[config.mk]
export PLATFORM = sky130hd
export DESIGN_NAME = aux_burst_seq
export DESIGN_NICKNAME = d
export VERILOG_FILES = /design/src/rtl/aux_burst_seq.sv
export SDC_FILE = /design/constraint.sdc
export NUM_CORES = 1
export LEC_CHECK = 0
export BUFFER_PORTS_ARGS = -buffer_cell sky130_fd_sc_hd__buf_2
export CORE_MARGIN = 1
export CORE_UTILIZATION = 40
export DETAILED_ROUTE_END_ITERATION = 10
export PLACE_DENSITY = 0.64
export SYNTH_ARGS = -nofsm -noshare
export SYNTH_HDL_FRONTEND = slang
export SYNTH_SLANG_ARGS = --single-unit
[constraint.sdc]
create_clock -name clk -period 4.3 [get_ports clk]
set_input_delay 0.43 -clock clk [delete_from_list [all_inputs] [get_ports clk]]
set_output_delay 0.43 -clock clk [all_outputs]
set_load 0.02 [all_outputs]
[src/rtl/aux_burst_seq.sv]
// aux_burst_seq: splits one 1..16 byte DPCD command into single-byte AUX transactions with per-byte retry.
// Optional feature macro DPCD_TIMEOUT_EN: abort an attempt with no auxack/auxerr within TIMEOUT cycles.
module aux_burst_seq #(
  parameter int unsigned MAXRETRY = 7,
  parameter int unsigned GAPCYC   = 200,
  parameter int unsigned TIMEOUT  = 50000
) (
  input  logic        clk,
  input  logic        reset,
  input  logic        cmdvalid,
  output logic        cmdready,
  input  logic [19:0] cmdaddr,
  input  logic [3:0]  cmdlen,
  input  logic        cmdwr,
  input  logic        bufwe,
  input  logic [3:0]  bufaddr,
  input  logic [7:0]  bufwdata,
  output logic [7:0]  bufrdata,
  output logic        done,
  output logic        err,
  output logic [4:0]  xfercnt,
  output logic [19:0] auxaddr,
  output logic [7:0]  auxwdata,
  output logic        auxwr,
  output logic        auxreq,
  input  logic        auxack,
  input  logic        auxerr,
  input  logic [7:0]  auxrdata
);

  localparam int unsigned RW = (MAXRETRY > 0) ? $clog2(MAXRETRY + 1) : 1;
  localparam int unsigned GW = $clog2(GAPCYC + 1);

  typedef enum logic [2:0] {S_IDLE, S_ISSUE, S_WAIT, S_GAP, S_DONE} state_t;
  state_t state, state_nx;

  logic [7:0]    buffer [16];
  logic [19:0]   addr;
  logic [3:0]    len;
  logic [3:0]    index;
  logic          wr;
  logic [RW-1:0] retry;
  logic [GW-1:0] gcnt;
  logic          tmo;
  logic          fail;
  logic          last_try;

`ifdef DPCD_TIMEOUT_EN
  logic [31:0] tcnt;

  always_ff @(posedge clk) begin
    if (reset) begin
      tcnt <= '0;
    end else if (state == S_ISSUE) begin
      tcnt <= '0;
    end else if (state == S_WAIT) begin
      tcnt <= tcnt + 32'd1;
    end
  end

  // tcnt reaches TIMEOUT-1 on the edge that would complete TIMEOUT cycles of auxreq high
  assign tmo = (state == S_WAIT) && (tcnt == 32'(TIMEOUT - 1));
`else
  logic [31:0] unused_timeout;
  assign unused_timeout = 32'(TIMEOUT);
  assign tmo = 1'b0;
`endif

  assign fail     = auxerr || (tmo && !auxack);
  assign last_try = (retry == RW'(MAXRETRY));

  always_comb begin
    state_nx = state;
    case (state)
      S_IDLE:  if (cmdvalid) state_nx = S_ISSUE;
      S_ISSUE: state_nx = S_WAIT;
      S_WAIT: begin
        if (fail) begin
          state_nx = last_try ? S_DONE : S_GAP;
        end else if (auxack) begin
          state_nx = (index == len) ? S_DONE : S_GAP;
        end
      end
      S_GAP:   if (gcnt == GW'(GAPCYC - 1)) state_nx = S_ISSUE;
      S_DONE:  state_nx = S_IDLE;
      default: state_nx = S_IDLE;
    endcase
  end

  always_ff @(posedge clk) begin
    if (reset) begin
      state    <= S_IDLE;
      cmdready <= 1'b1;
      done     <= 1'b0;
      err      <= 1'b0;
      xfercnt  <= '0;
      index    <= '0;
      retry    <= '0;
      gcnt     <= '0;
      addr     <= '0;
      len      <= '0;
      wr       <= 1'b0;
      auxaddr  <= '0;
      auxwdata <= '0;
      auxwr    <= 1'b0;
      auxreq   <= 1'b0;
    end else begin
      state    <= state_nx;
      cmdready <= (state_nx == S_IDLE);
      done     <= (state_nx == S_DONE);
      case (state)
        S_IDLE: begin
          if (cmdvalid) begin
            addr    <= cmdaddr;
            len     <= cmdlen;
            wr      <= cmdwr;
            index   <= '0;
            retry   <= '0;
            xfercnt <= '0;
            err     <= 1'b0;
          end
        end
        S_ISSUE: begin
          auxaddr  <= addr + {16'd0, index};
          auxwdata <= buffer[index];
          auxwr    <= wr;
          auxreq   <= 1'b1;
        end
        S_WAIT: begin
          if (fail) begin
            auxreq <= 1'b0;
            gcnt   <= '0;
            if (last_try) err <= 1'b1;
            else          retry <= retry + 1'b1;
          end else if (auxack) begin
            auxreq  <= 1'b0;
            gcnt    <= '0;
            xfercnt <= xfercnt + 5'd1;
            if (index != len) begin
              index <= index + 4'd1;
              retry <= '0;
            end
          end
        end
        S_GAP:   gcnt <= gcnt + 1'b1;
        default: ;
      endcase
    end
  end

  // Host port only writes while idle; read-back of a sink byte lands on its successful ack
  always_ff @(posedge clk) begin
    if (!reset && state == S_IDLE && bufwe) begin
      buffer[bufaddr] <= bufwdata;
    end else if (!reset && state == S_WAIT && auxack && !fail && !wr) begin
      buffer[index] <= auxrdata;
    end
    bufrdata <= buffer[bufaddr];
  end

endmodule

; Word level (Yosys, flattened, before mapping)
; Memories as Yosys holds them, arrays and structs flattened. A register that Yosys moved wholly into a read port is not among the register bits.
; Cells that the tools add are included.
[word_totals]
elab_cells = 99
n_memories = 1
input_bits = 51
register_bits = 73
ram_bits = 128
out_inout_bits = 46
[classes]
reduce_logical = 22
n_mux = 40
add_sub_neg = 5
eq_ne = 17
[memory_table]
columns = memory, words, word_bits, rd, rd_clocked_by_memory_dff, write_ports, line
row1 = buffer, 16, 8, 2, 2, 1, 37  ; logic [7:0] buffer [16];
[op_table]
columns = operator, count
row1 = 2-to-1 mux 3 bit, 11
row2 = 2-to-1 mux 8 bit, 3
row3 = adder 20 x 4 -> 20 bit, 1
row4 = 2-to-1 mux 4 bit, 5
row5 = case mux 8 bit (2 select lines), 1
row6 = 2-to-1 mux 5 bit, 3
row7 = "!= test 2 bit, second input constant", 6
row8 = case mux 3 bit (4 select lines), 1
row9 = 2-to-1 mux 1 bit, 11
row10 = case mux 5 bit (2 select lines), 1
row11 = AND reduction 5 bit, 2
row12 = "!= test 3 bit, second input constant", 3
row13 = "adder 8 x 1 -> 8 bit, second input constant", 1
row14 = "equality test 8 bit, second input constant", 1
row15 = case mux 4 bit (2 select lines), 1
row16 = AND reduction 4 bit, 2
row17 = OR reduction 8 bit, 1
row18 = "equality test 3 x 2 -> 1 bit, second input constant", 2
row19 = "equality test 3 bit, second input constant", 2
row20 = logical AND 1 bit, 6
row21 = logical NOT 3 bit, 2
row22 = case mux 3 bit (2 select lines), 1
row23 = AND reduction 2 bit, 3
row24 = nonzero test 2 bit, 3
row25 = 8 further kinds, 11

; Longest topological paths before layout
; Gate-level depths: netlist of run 1.
[logic_depth]
ltp_word = 10
ltp_mapped = 8
mapped_depth_nobuf = 7

; Least setup slack after synthesis of run 1
; Ideal clock, no wire load.
[synth_timing]
path_type = input to register
start = input port auxerr
end = memory buffer[13][0], enable pin
n_path_buf = 2
path_stages = 6
path_slack_ns = 1.936
t_arrival_ns = 1.991
setup_ns = 0.373
path_cell_list = clkbuf_1 nand3b_1 nor3_2 buf_4 a31oi_1 nor2b_1
[synth_between]
elab_chain_len = 8
word_cells_on_any_way = 9
cone_classes = mux: 5 / reduce/logical: 4
[synth_lines]
columns = element, line
row1 = from (decl), 27  ; input logic auxerr,
row2 = logical NOT 1 bit (*), 155  ; end else if (!reset && state == S_WAIT && auxack && !fail && !wr) begin
row3 = logical AND 1 bit (*) (2 in a row), 155
row4 = 2-to-1 mux 1 bit (*), 155
row5 = 2-to-1 mux 1 bit (*), 153  ; if (!reset && state == S_IDLE && bufwe) begin
row6 = 2-to-1 mux 1 bit (implied by the code) (*), 156  ; buffer[index] <= auxrdata;
row7 = OR reduction 8 bit (no line), n/a
row8 = 2-to-1 mux 4 bit (no line) / 2-to-1 mux 1 bit (equally long branches), n/a
row9 = to (decl), 37
; Mark *: on every way between the ends. The rest lies on a longest branch, timed or not.

; Worst setup path in the final report of run 1
[layout_timing]
start = register index[1]
end = register auxaddr[10]
[layout_between]
elab_chain_len = 1
[layout_lines]
columns = element, line
row1 = from (decl), 40  ; logic [3:0] index;
row2 = from (signal assigned), 140  ; index <= index + 4'd1;
row3 = adder 20 x 4 -> 20 bit, 124  ; auxaddr <= addr + {16'd0, index};
row4 = to (signal assigned), 124
row5 = to (decl), 22  ; output logic [19:0] auxaddr,
; Every way passes these cells.
; A chain may end at the register's enable or synchronous reset.

==> metrics.txt, run 1 <==
kind of critical path reg -> reg; pin count of the biggest net entering global routing 43; slew of the pin with the lowest slew margin 1.12 ns; crit path max fanout 40; most common cell after layout, fill and taps aside edfxtp_1; die area 0.0255 sq mm; first-pass GRT wire length 36,700 um; Worst R2R End auxaddr[10]; Final TNS setup 0 ns; DR top layer met4; area grow syn2layout 15.5%; Yosys top cell by area edfxtp_1; CP Cell Sequence fa_1 -> a21o_1 -> a21oi_1 -> nor2b_1 -> xnor2_1 -> a211oi_1; M1 wire length 10,100 um; Final setup viols 0; Fill cells 2,141; synthesized net count 804; status finished clean; fmax 354 MHz; Core Region 0.0243 sq mm; vias after detailed routing 6,467; Final Util 47.2%; total grt overflow 0; io pins 97; CTS tree yes; final non-filler cell total 1,163; Worst EP required 4.73 ns; max incr delay on CP 0.80 ns; clock share of power 39.8%; top-area cell type share of the netlist area 38.7%; DR vias/cell 5.56; CTS Buf Count 24; fin crit period 2.83 ns; vias in the first global route 6,282; CTS Buffer Depth 3; clk_skew 0.00823 ns; PortBufs 96; CTS H-tree depth 1; FF-to-FF setup slack 1.47 ns; layout net count 882; Tot Pwr 5.30 mW; diode count 0; critical path launch point type register; Cell Rows 57; hold path cells 3; reg2reg start index[1]; Switching Share 26.4%; post-route setup slack 1.47 ns; WL met3 1830 um; dpl cells 1,119; Syn. warnings 0; max_slew headroom 25.2%; Post-synth EDFFs 128; CP Capture Type register; First DRT Iteration DRCs 483; number of hold buffers added after cts 0; prevailing post-synth register cell edfxtp_1; synth unique cells 58; RSZ-0062 raised after global routing no; Root Driver clkbuf_16; final hold violations 0; Final Max Tran Viols 0; slowest stage cell, crit path a21oi_1; Psw 1.40 mW; Worst EP arrival 3.26 ns; Pleak 4.01 nW; power per standard cell area 462 mW/mm^2; worst hold start cmdaddr[16]; clk sinks 217; Syn Area/Cell 13.4 sq um; Hold Path Class in -> reg; Internal 3.90 mW; Mapped Area 0.00994 sq mm; chip width 160 um; gp weighted congestion 0.800; # resized after CTS 0; setup repair bufs after CTS 0; Avg WL per Cell 20.5 um; Tcrit/Tclk final 65.7%; DP HPWL 16,400 um; share of cells above drive strength 1 27.9%; Logic pwr share 14.4%; met2 wire len 11,400 um; Die Y-Extent 160 um; remaining routing DRC violations 0; Place WS 1.48 ns; commonest cells after routing, fill and taps aside edfxtp_1, buf_2, dfxtp_1, nand2_1, mux4_2; initial core utilization 40.9%; worst ir drop on vdd 0.000316 V; Min-Delay Endpoint addr[16]; sequential power share 45.7%; register area share after synthesis 56.6%; Clk pin slew, worst setup/hold paths 0.06 ns; cells on worst reg2reg path 6; initial antenna violation count 0; gr usage total 18.7%; Routed Antenna Nets 0; Detailed Route WL 23,800 um; Post-Synthesis Cells 743; Async SR Flop Fraction 0%; Yosys reg bits 217; synth top area cells edfxtp_1, dfxtp_1, mux4_2, a21oi_1, nand2_1; drt first pass iters 5; max_cap viols 0; worst-skew pair later-pin latency 0.51 ns
synthesized netlist by cell type (all sizes together) (9+ instances only):
library cell and count:
nand3 11, nand4 10, nand2 80, a21oi 62
ha 9, nor2b 10, mux4 72, a22oi 16
buf 23, xnor2 9, a211oi 19, clkbuf 29
nor2 69, dfxtp 89, mux2 10, edfxtp 128
xor2 13
routing by layer:
layer	GRT usage, %	vias up
met5	0	-
met4	4.50	0
met3	3.51	32
met2	30.9	234
met1	25.6	3190
li1	-	3011
stage by stage:
stage | cell area, sq um | hold slack (ns)
2_1_floorplan | 9940 | 0.436
3_5_place_dp | 10700 | 0.453
3_3_place_gp | 10700 | 0.444
4_1_cts | 11500 | 0.139
6_report | 11500 | 0.156
5_1_grt | 11500 | 0.149
worst max-delay path, delay by kind of cell, from the launching register on:
| kind | cells | cell delay (ns) |
|---|---|---|
| simple gates | 1 | 0.13 |
| flops | 1 | 0.66 |
| xor+xnor | 1 | 0.16 |
| fa+ha+maj | 1 | 0.60 |
| compound gates | 3 | 1.19 |
cell families (layout without fill, tap and decap cells):
kind of cell	Yosys count	count (layout)	share of synthesized area (%)
fa+ha+maj	10	10	1.33
mux	85	85	17.7
xor+xnor	22	22	1.94
compound gates	129	129	8.34
simple gates	226	226	11.6
flops	217	217	56.6
buf+inv	54	150	2.53
state kept, by name, indices dropped and copies added (netlist names), 3 cells and up:
register,flops
index,4
retry,3
len,4
auxwdata,8
addr,20
state,3
buffer,128
gcnt,8
auxaddr,20
bufrdata,8
xfercnt,5
power by group through the flow:
stage / registers (mW) / logic, mW / clock network [mW]
2_1_floorplan: 2.52 / 0.481 / 0
5_1_grt: 2.44 / 0.844 / 2.22
3_5_place_dp: 2.47 / 0.772 / 0
3_3_place_gp: 2.47 / 0.767 / 0
6_report: 2.42 / 0.765 / 2.11
4_1_cts: 2.43 / 0.774 / 2.15
layout make-up:
cell class,count,area [sq um],area share [%]
clock buffer,32,682,5.94
sequential,217,5630,49.0
multi-input combinational,472,4070,35.5
inverter,2,7.51,0.0654
timing repair buffer,104,541,4.71
tap,324,405,3.53
clock inverter,12,146,1.27
how the worst max path moves through the flow:
stage / start / to / slack (ns)
6_report: index[1] / auxaddr[10] / 1.47
5_1_grt: index[1] / auxaddr[14] / 1.29
4_1_cts: index[1] / auxaddr[10] / 1.46
3_5_place_dp: index[1] / auxaddr[10] / 1.48
3_3_place_gp: index[1] / auxaddr[10] / 1.45
2_1_floorplan: auxerr / buffer[13][0] / 1.94
(Power assumes the default switching activity.)
==> run 2, diff against run 1 <==
==> constraint.sdc (replaced) <==
create_clock -name clk -period 2.85 [get_ports clk]
set_input_delay 0.285 -clock clk [delete_from_list [all_inputs] [get_ports clk]]
set_output_delay 0.285 -clock clk [all_outputs]
set_load 0.02 [all_outputs]
==> metrics.txt, run 2 (synthesized netlist as in run 1, its figures left out) <==
dpl cell area 0.0108 sq mm (was 0.0107 sq mm); sequential cell area 0.00563 sq mm (unchanged); Final Max Tran Viols 0 (unchanged); CTS tree yes (unchanged); DP HPWL 16,800 um (was 16,400 um); pin count of the biggest net entering global routing 76 (was 43); fin crit period 2.52 ns (was 2.83 ns); final instance area 0.0117 sq mm (was 0.0115 sq mm); fmax 397 MHz (was 354 MHz); first-pass GRT wire length 37,000 um (was 36,700 um); worst-skew pair later-pin latency 0.52 ns (was 0.51 ns); io pins 97 (unchanged); clk_skew 0.00762 ns (was 0.00823 ns); Worst EP required 2.99 ns (was 4.73 ns); max FFs per register 128 (unchanged); PortBufs 96 (unchanged); First DRT Iteration DRCs 562 (was 483); CTS Buf Count 24 (unchanged); crit path max fanout 16 (was 40); final hold violations 0 (unchanged); Top Registers buffer: 128 flops, addr: 20 flops, auxaddr: 20 flops (unchanged); met3 GRT Util 3.40% (was 3.51%); initial antenna violation count 1 (was 0); diode count 0 (unchanged); power per standard cell area 691 mW/mm^2 (was 462 mW/mm^2); vias in the first global route 6,560 (was 6,282); CTS H-tree depth 1 (unchanged); total grt overflow 0 (unchanged); GRT met1 Usage 24.8% (was 25.6%); Place WS 0.322 ns (was 1.48 ns); area grow syn2layout 17.7% (was 15.5%); Tcrit/Tclk final 88.4% (was 65.7%); die area 0.0255 sq mm (unchanged); dpl cells 1,135 (was 1,119); Final setup viols 0 (unchanged); Tot Pwr 8.09 mW (was 5.30 mW); critical path launch point type register (unchanged); routing usage on met2 31.2% (was 30.9%); Fill cells 2,110 (was 2,141); Biggest register buffer (unchanged); drt first pass iters 5 (unchanged); clk sinks 217 (unchanged); DR vias/cell 5.60 (was 5.56); Core Region 0.0243 sq mm (unchanged); RSZ-0062 raised after global routing no (unchanged); Worst EP arrival 2.66 ns (was 3.26 ns); Avg WL per Cell 20.3 um (was 20.5 um); commonest cells after routing, fill and taps aside edfxtp_1, buf_2, dfxtp_1, nand2_1, mux4_2 (unchanged); CTS Buffer Depth 3 (unchanged); status finished clean (unchanged); Pleak 4.13 nW (was 4.01 nW); CP Capture Type register (unchanged); Clk pin slew, worst setup/hold paths 0.06 ns (about the same); Final TNS setup 0 ns (unchanged); Hold Path Class in -> reg (unchanged); final non-filler cell total 1,188 (was 1,163); Root Driver clkbuf_16 (unchanged); most common cell after layout, fill and taps aside edfxtp_1 (unchanged); vias after detailed routing 6,651 (was 6,467); area of the multi-input gates 0.00407 sq mm (unchanged); post-route setup slack 0.331 ns (was 1.47 ns); Cell Rows 57 (unchanged); chip width 160 um (unchanged); slew of the pin with the lowest slew margin 0.929 ns (was 1.12 ns); Routed Antenna Nets 0 (unchanged); remaining routing DRC violations 0 (unchanged); max_cap viols 0 (unchanged); Die Y-Extent 160 um (unchanged); share of cells above drive strength 1 28.7% (was 27.9%); worst ir drop on vdd 0.000548 V (was 0.000316 V); initial core utilization 40.9% (unchanged); max_slew headroom 37.9% (was 25.2%); Detailed Route WL 24,100 um (was 23,800 um); gr usage total 18.8% (was 18.7%); kind of critical path reg -> reg (unchanged); gp weighted congestion 0.797 (was 0.800); GR peak layer met2 (unchanged); layout net count 907 (was 882)
-- run 2: cell type report --
| class | instances | share of cell area (%) |
|---|---|---|
| Clock buffer | 33 | 5.59 |
| Clock inverter | 11 | 1.50 |
| Inverter | 2 | 0.0641 |
| Multi-Input combinational cell | 472 | 34.8 |
| Sequential cell | 217 | 48.1 |
| Tap cell | 324 | 3.46 |
| Timing Repair Buffer | 129 | 6.52 |
-- run 2: worst paths after layout --
kind,cells past startpoint,slack (ns),from,end
worst max-delay path,5,0.33,wr,buffer[13][7]
worst min-delay path,3,0.01,cmdaddr[5],addr[5]
worst max register to register,5,0.33,wr,buffer[13][7]
worst min register to register,2,0.46,wr,auxwr
-- run 2: metal layers --
layer  share of wire (%)  routed length [um]
met1                  42               10000
met4                 3.1                 745
met3                 6.6                1590
met2                  49               11700
met5               0.037                   9
-- run 2: power breakdown --
part           internal [mW]  switching (mW)  total, mW
combinational          0.460           0.776       1.24
sequential              3.51           0.114       3.62
clock                   1.98            1.25       3.23
-- run 2: critical path: stages (launching register included) --
cell,delay (ns)
dfxtp_1,0.31
or3_1,0.43
nor3_2,0.13
buf_4,0.26
a31oi_1,0.23
nor2b_1,0.78
-- run 2: repair_timing --
item	CTS	global route
buffers inserted	0	0
hold buffers	9	0
endpoints found under the hold margin	9	0
gates resized for setup	0	0
-- run 2: metrics by stage --
stage | util (%) | hold slack [ns]
final | 48.1 | 0.0113
after global routing | 48.1 | 0.0106
after global placement | 44.4 | 0.446
after detailed placement | 44.4 | 0.451
after CTS | 48.1 | 0.000147
after floorplan | - | 0.421
